<file path="config.mk">
export PLATFORM = sky130hd
export DESIGN_NAME = int_shadow_ctrl
export DESIGN_NICKNAME = d
export VERILOG_FILES = /design/src/rtl/rat_int_pkg.sv /design/src/rtl/int_edge_sync.sv /design/src/rtl/int_shadow_ctrl.sv
export SDC_FILE = /design/constraint.sdc
export NUM_CORES = 1
export LEC_CHECK = 0
export CAP_MARGIN = 20
export CELL_PAD_IN_SITES_DETAIL_PLACEMENT = 1
export CELL_PAD_IN_SITES_GLOBAL_PLACEMENT = 1
export CORE_AREA = 2 2 39 41
export CTS_CLUSTER_SIZE = 12
export DETAILED_ROUTE_END_ITERATION = 10
export DIE_AREA = 0 0 41 43
export DONT_BUFFER_PORTS = 1
export PLACE_DENSITY_LB_ADDON = 0.1
export SLEW_MARGIN = 10
export SYNTH_ARGS = -nofsm -noshare
export SYNTH_HDL_FRONTEND = slang
export SYNTH_SLANG_ARGS = --single-unit
</file>
<file path="constraint.sdc">
create_clock -name i_clk -period 3.6 [get_ports i_clk]
set_input_delay 1.08 -clock i_clk [delete_from_list [all_inputs] [get_ports i_clk]]
set_output_delay 1.08 -clock i_clk [all_outputs]
set_load 0.01 [all_outputs]
</file>
<file path="src/rtl/rat_int_pkg.sv">
// rat_int_pkg: shared state encoding and the fixed interrupt vector for the interrupt shadow controller
package rat_int_pkg;
  typedef enum logic [1:0] {IDLE, TAKE, IN_ISR, RESTORE} state_t;
  localparam logic [9:0] INT_VECTOR = 10'h3FF;
endpackage

</file>
<file path="src/rtl/int_edge_sync.sv">
// int_edge_sync: optional 2-flop synchronizer (INT_SYNC_EN) followed by a rising-edge detector
// Ports: i_clk, i_rst_n (async active-low), i_in (raw level), o_pulse (1-cycle pulse per 0->1 edge)
module int_edge_sync (
  input  logic i_clk,
  input  logic i_rst_n,
  input  logic i_in,
  output logic o_pulse
);
  logic w_in;
  logic r_prev;
`ifdef INT_SYNC_EN
  logic r_s1, r_s2;
  always_ff @(posedge i_clk or negedge i_rst_n)
    if (!i_rst_n) begin
      r_s1 <= 1'b0;
      r_s2 <= 1'b0;
    end else begin
      r_s1 <= i_in;
      r_s2 <= r_s1;
    end
  assign w_in = r_s2;
`else
  assign w_in = i_in;
`endif
  always_ff @(posedge i_clk or negedge i_rst_n)
    if (!i_rst_n) r_prev <= 1'b0;
    else          r_prev <= w_in;
  assign o_pulse = w_in & ~r_prev;
endmodule

</file>
<file path="src/rtl/int_shadow_ctrl.sv">
// int_shadow_ctrl: single-level interrupt controller that saves C/Z on entry and restores them on RETIE
// Ports: i_clk, i_rst_n (async active-low), i_intr, i_c_flag, i_z_flag, i_i_set, i_i_clr, i_instr_done, i_retie;
//        o_int_taken, o_shad_c, o_shad_z, o_flg_ld_sel, o_flg_restore, o_i_flag, o_int_vector
// Build option: INT_SYNC_EN adds a 2-flop synchronizer on i_intr
module int_shadow_ctrl
  import rat_int_pkg::*;
(
  input  logic       i_clk,
  input  logic       i_rst_n,
  input  logic       i_intr,
  input  logic       i_c_flag,
  input  logic       i_z_flag,
  input  logic       i_i_set,
  input  logic       i_i_clr,
  input  logic       i_instr_done,
  input  logic       i_retie,
  output logic       o_int_taken,
  output logic       o_shad_c,
  output logic       o_shad_z,
  output logic       o_flg_ld_sel,
  output logic       o_flg_restore,
  output logic       o_i_flag,
  output logic [9:0] o_int_vector
);
  state_t r_state, w_next;
  logic   r_pend, r_i_flag, r_shad_c, r_shad_z;
  logic   w_edge, w_go;
  int_edge_sync u_edge (
    .i_clk   (i_clk),
    .i_rst_n (i_rst_n),
    .i_in    (i_intr),
    .o_pulse (w_edge)
  );
  assign w_go = (r_state == IDLE) & r_pend & r_i_flag & i_instr_done;
  always_comb begin
    w_next        = r_state;
    o_int_taken   = 1'b0;
    o_flg_ld_sel  = 1'b0;
    o_flg_restore = 1'b0;
    case (r_state)
      IDLE:    w_next = w_go ? TAKE : IDLE;
      TAKE:    begin
        w_next      = IN_ISR;
        o_int_taken = 1'b1;
      end
      IN_ISR:  w_next = i_retie ? RESTORE : IN_ISR;
      RESTORE: begin
        w_next        = IDLE;
        o_flg_ld_sel  = 1'b1;
        o_flg_restore = 1'b1;
      end
      default: w_next = IDLE;
    endcase
  end
  always_ff @(posedge i_clk or negedge i_rst_n)
    if (!i_rst_n) r_state <= IDLE;
    else          r_state <= w_next;
  // A fresh edge in the same cycle as the take is kept so it is serviced after return
  always_ff @(posedge i_clk or negedge i_rst_n)
    if (!i_rst_n) begin
      r_pend   <= 1'b0;
      r_i_flag <= 1'b0;
      r_shad_c <= 1'b0;
      r_shad_z <= 1'b0;
    end else begin
      r_pend <= w_edge | (r_pend & ~w_go);
      if (r_state == TAKE) begin
        r_shad_c <= i_c_flag;
        r_shad_z <= i_z_flag;
        r_i_flag <= 1'b0;
      end else if (r_state == RESTORE) begin
        r_i_flag <= 1'b1;
      end else if (r_state == IDLE) begin
        r_i_flag <= i_i_clr ? 1'b0 : (i_i_set ? 1'b1 : r_i_flag);
      end
    end
  assign o_shad_c     = r_shad_c;
  assign o_shad_z     = r_shad_z;
  assign o_i_flag     = r_i_flag;
  assign o_int_vector = INT_VECTOR;
endmodule

</file>
**After elaboration in Yosys (flattened, before gate mapping)**

Index checks and enable logic that the tools add are counted.

- Flip-flop bits (word level): 7
- Logic and storage cells: 31
- Memory bits (writable): 0
- Memories kept: 0
- Output and inout bits: 16
- Latch bits: 0
- Bits in read-only memories: 0
- Input bits: 9

- Div/mod/pow operators: 0
- Shifts and indexed selects: 0
- $mul: 0
- $lt $le $gt $ge: 0
- Equal/unequal tests: 3
- Bitwise gates (word level): 8
- Reduce and logical (&&, ||, !) cells: 4
- Add/subtract/negate cells: 0
- Mux-type cells: 10

Operators with widths:

| operator | number |
|---|---|
| two-way mux 1 bit | 9 |
| case mux 2 bit (4 select lines) | 1 |
| AND 1 bit | 5 |
| equality test 2 bit (second input constant) | 2 |
| nonzero test 4 bit | 1 |
| nonzero test 3 bit | 1 |
| equality test 2 x 1 -> 1 bit (second input constant) | 1 |
| logical NOT 2 bit | 1 |
| inverter 1 bit | 2 |
| AND reduction 2 bit | 1 |
| bitwise OR 1 bit | 1 |

**Logic depth before layout (Yosys ltp)**

- Word-level depth: 7
- Depth in mapped cells: 5
- Depth with buffers taken out: 5

**By module**

A second synthesis with hierarchy kept.

- Cells, all modules: 38
- Area total of the unflattened synthesis: 416.6 µm²

By module, submodules not included:

| module | sequential area each (µm²) | cells each | area each (µm²) | instances |
|---|---|---|---|---|
| int_shadow_ctrl | 150.1 | 36 | 377.9 | 1 |
| int_edge_sync | 25.0 | 2 | 38.8 | 1 |

**Worst setup path before layout**

No wires, ideal clock.

- Path kind: reg-to-output
- Start point: register r_state[0]
- End point: output port o_flg_restore
- Data required time: 2.520 ns
- Path buffers: 1
- Stages on the path, launching flop included: 3
- Setup slack: 1.699 ns
- Data arrival time: 0.821 ns
- Cell sequence: dfrtp_1 -> ha_1 -> buf_4

- Cells in the longest elaborated chain, start to end: 2

RTL lines:

| item | line | RTL |
|---|---|---|
| start, declared | int_shadow_ctrl.sv:25 | `state_t r_state, w_next;` |
| start signal, assigned | int_shadow_ctrl.sv:57 | `else r_state <= w_next;` |
| equality test 2 bit | n/a |  |
| two-way mux 1 bit | n/a |  |
| end, declared | int_shadow_ctrl.sv:21 | `output logic o_flg_restore,` |

No other way between the ends.

**Worst setup path after layout**

- Start point: register r_state[1]
- End point: output port o_int_taken

- Cells in the longest elaborated chain, start to end: 2

RTL lines:

| item | line | RTL |
|---|---|---|
| equality test 2 x 1 -> 1 bit | int_shadow_ctrl.sv:40 | `case (r_state)` |
| two-way mux 1 bit | int_shadow_ctrl.sv:40 |  |
| end, declared | int_shadow_ctrl.sv:17 | `output logic o_int_taken,` |

No other way between the ends.

==> impl_metrics.csv <==
group,metric,value,unit
status,outcome,"complete, no violations",
sta,slew_viol_final,0,
worst_setup_path,crit_path_start_kind,"flip-flop",
yosys,synthCells,39,
worst_setup_path,slowest_delay,0.40,ns
yosys,synthArstFlopShare,1.00,
yosys,synthTopCellsByCount,"buf_4, dfrtp_1, ha_1",
cts,clockRootBuffer,"clkbuf_4",
sta,skew,0.00125,ns
sta,whs,0.423,ns
global_route,overflow,0,
yosys,ys_types,14,
sta,finalCriticalPeriod,2.13,ns
pwr,sequentialPowerShare,0.483,
global_route,grtUsageTotal,0.0994,
placement,hpwl,624,µm
yosys,synth_most_common_cell,"buf_4",
finish,drive_gt1_frac,0.146,
die,rows,14,
yosys,ys_seq_area_frac,0.429,
die,core,1380,µm²
sta,tns,0,ns
finish,nNetsFinal,55,
worst_setup_path,r2r_cells,5,
worst_setup_path,worstSetupEndpointType,"output port",
yosys,syn_avg_cell_area,10.5,µm²
worst_setup_path,cp_data_required_time,2.52,ns
pwr,power.internal,192,µW
die,io_pins,25,
yosys,ys_ff_latch,7,
placement,dpl_cell_area,379,µm²
pwr,power,304,µW
detailed_routing,drt_iter0_drc,0,
finish,num_antenna_cells,0,
cts,cts_tree,"done",
finish,regArea,175,µm²
run,drv_cap,0,
yosys,yosysTopAreaCell,"dfrtp_1",
detailed_routing,first_pass_iters,1,
finish,syn_to_final_growth,-0.613,%
detailed_routing,wl_per_cell,12.7,µm
cts,cts_made_buffers,3,
cts,post_cts_buffers,0,
global_route,antenna_found_initial,0,
sta,max_freq,469,MHz
die,die_w,41,µm
detailed_routing,vias,240,
cts,cts_buffer_depth,2,
worst_setup_path,crit_chain,"inv_1, ha_1",
pwr,sw_frac_of_total,0.370,
cts,cts-resized-gates,0,
global_route,grt_pass1_wl,1.10,mm
sta,timing.final.crit_share,0.592,
cts,cts.hold.buffers_added,0,
finish,fin_cells,57,
min_path,hold_path.class,"reg -> reg",
worst_setup_path,arrival,1.05,ns
detailed_routing,drc_errors,0,
sta,rsz0062_at_grt,"no",
finish,multi_input_area,173,µm²
pwr,power.density,750,nW/µm²
min_path,hold_depth,1,
die,die_y,43,µm
worst_setup_path,critPathSlowestCell,"dfrtp_1",
global_route,first_global_vias,255,
worst_setup_path,worstSetupPathType,"reg -> out",
placement,portBuffers,0,
yosys,ys.warnings.count,0,
yosys,yosys-top-cells-area,"dfrtp_1, buf_4, ha_1",
pwr,clockPowerShare,0.231,
cts,h-tree-depth,1,
detailed_routing,ant_nets,0,
pwr,ir_worst_vdd,0.232,mV
worst_setup_path,crit_fanout,4,
pwr,p_sw,113,µW
yosys,syn_area,408,µm²
yosys,synth_top_area_frac,0.429,
global_route,grt_max_degree,8,
finish,final_area,405,µm²
cts,clk_pin_slew_worst_paths,0.05,ns
detailed_routing,viasPerCell,4.21,
cts,clk_latency,0.25,ns
sta,hold_viol_final,0,
yosys,synth_edf_count,0,
die,dieArea,1760,µm²
die,start_util,0.295,
cts,clock-sinks,7,
sta,setup_violations,0,
placement,gp_congestion,0.637,
finish,nFillCells,169,
pwr,leakage,0.201,nW
pwr,p_comb_frac,0.286,
placement,dp.cells,53,
detailed_routing,drt_wl_total,725,µm
yosys,ys.flop_type,"dfrtp_1",
power by group through the flow:
stage / Combinational (mW) / Clock, mW / Sequential [mW]
final: 0.0871 / 0.0702 / 0.147
after global routing: 0.103 / 0.0784 / 0.154
after CTS: 0.0910 / 0.0738 / 0.148
after detailed placement: 0.0910 / 0 / 0.149
after global placement: 0.0852 / 0 / 0.147
after floorplan: 0.0829 / 0 / 0.141
final cells by class:
cell class / count / area share
Sequential cell: 7 / 0.432
Inverter: 3 / 0.0278
Tap cell: 16 / 0.0494
Clock buffer: 4 / 0.0648
Multi-Input combinational cell: 27 / 0.426
worst max-delay path, delay by kind of cell, from the launching register on:
kind       cells  cell delay [ns]
fa+ha+maj      1             0.31
flops          1             0.40
buf+inv        1             0.09
cell families (layout without fill, tap and decap cells):
family | count (synthesis) | in the layout | share of synthesized area
other | 1 | 10 | 0.00919
AO/OA/AOI/OAI | 5 | 5 | 0.0675
multiplexers | 2 | 2 | 0.0552
buffers and inverters | 14 | 7 | 0.230
AND/OR/NAND/NOR | 6 | 6 | 0.0859
adder cells (fa/ha/maj) | 4 | 4 | 0.123
flip-flops | 7 | 7 | 0.429
per-layer routing:
layer / part of all wire / wire (µm) / GRT usage
met1: 0.32 / 230 / 0.0930
met2: 0.58 / 421 / 0.159
met3: 0.099 / 72 / 0.0209
met4: 0 / 0 / 0.100
met5: 0 / 0 / 0
cells in the final DEF, fill, tap and decap left out:
| cell | count |
|---|---|
| nand4_1 | 1 |
| a21oi_1 | 1 |
| mux2_2 | 2 |
| ha_1 | 4 |
| inv_1 | 3 |
| dfrtp_1 | 7 |
| nor4_2 | 1 |
| clkbuf_4 | 3 |
| conb_1 | 10 |
| nand3_1 | 1 |
| nor2_1 | 1 |
| o31ai_1 | 1 |
| clkbuf_1 | 1 |
| nand2_1 | 2 |
| o21ai_0 | 3 |
state kept, by name, summed over array words and instances, names as in the netlist:
register	count
r_state	2
u_edge.r_prev	1
o_shad_z	1
o_shad_c	1
r_pend	1
o_i_flag	1
path summary, 6_finish.rpt:
kind / startpoint / endpoint / slack (ns)
worst max-delay path: r_state[1] / o_int_taken / 1.47
worst min-delay path: u_edge.r_prev / r_pend / 0.42
worst max register to register: r_state[1] / o_i_flag / 2.25
worst min register to register: u_edge.r_prev / r_pend / 0.42
max in group asynchronous: i_rst_n / o_shad_z / 3.01
min in group asynchronous: i_rst_n / o_i_flag / 0.52
through the flow:
step           setup slack (ns)   util
2_1_floorplan              1.70      -
3_3_place_gp               1.76  0.274
3_5_place_dp               1.72  0.274
4_1_cts                    1.45  0.293
5_1_grt                    1.40  0.293
6_report                   1.47  0.293
Power figures use the tool's default switching activity.
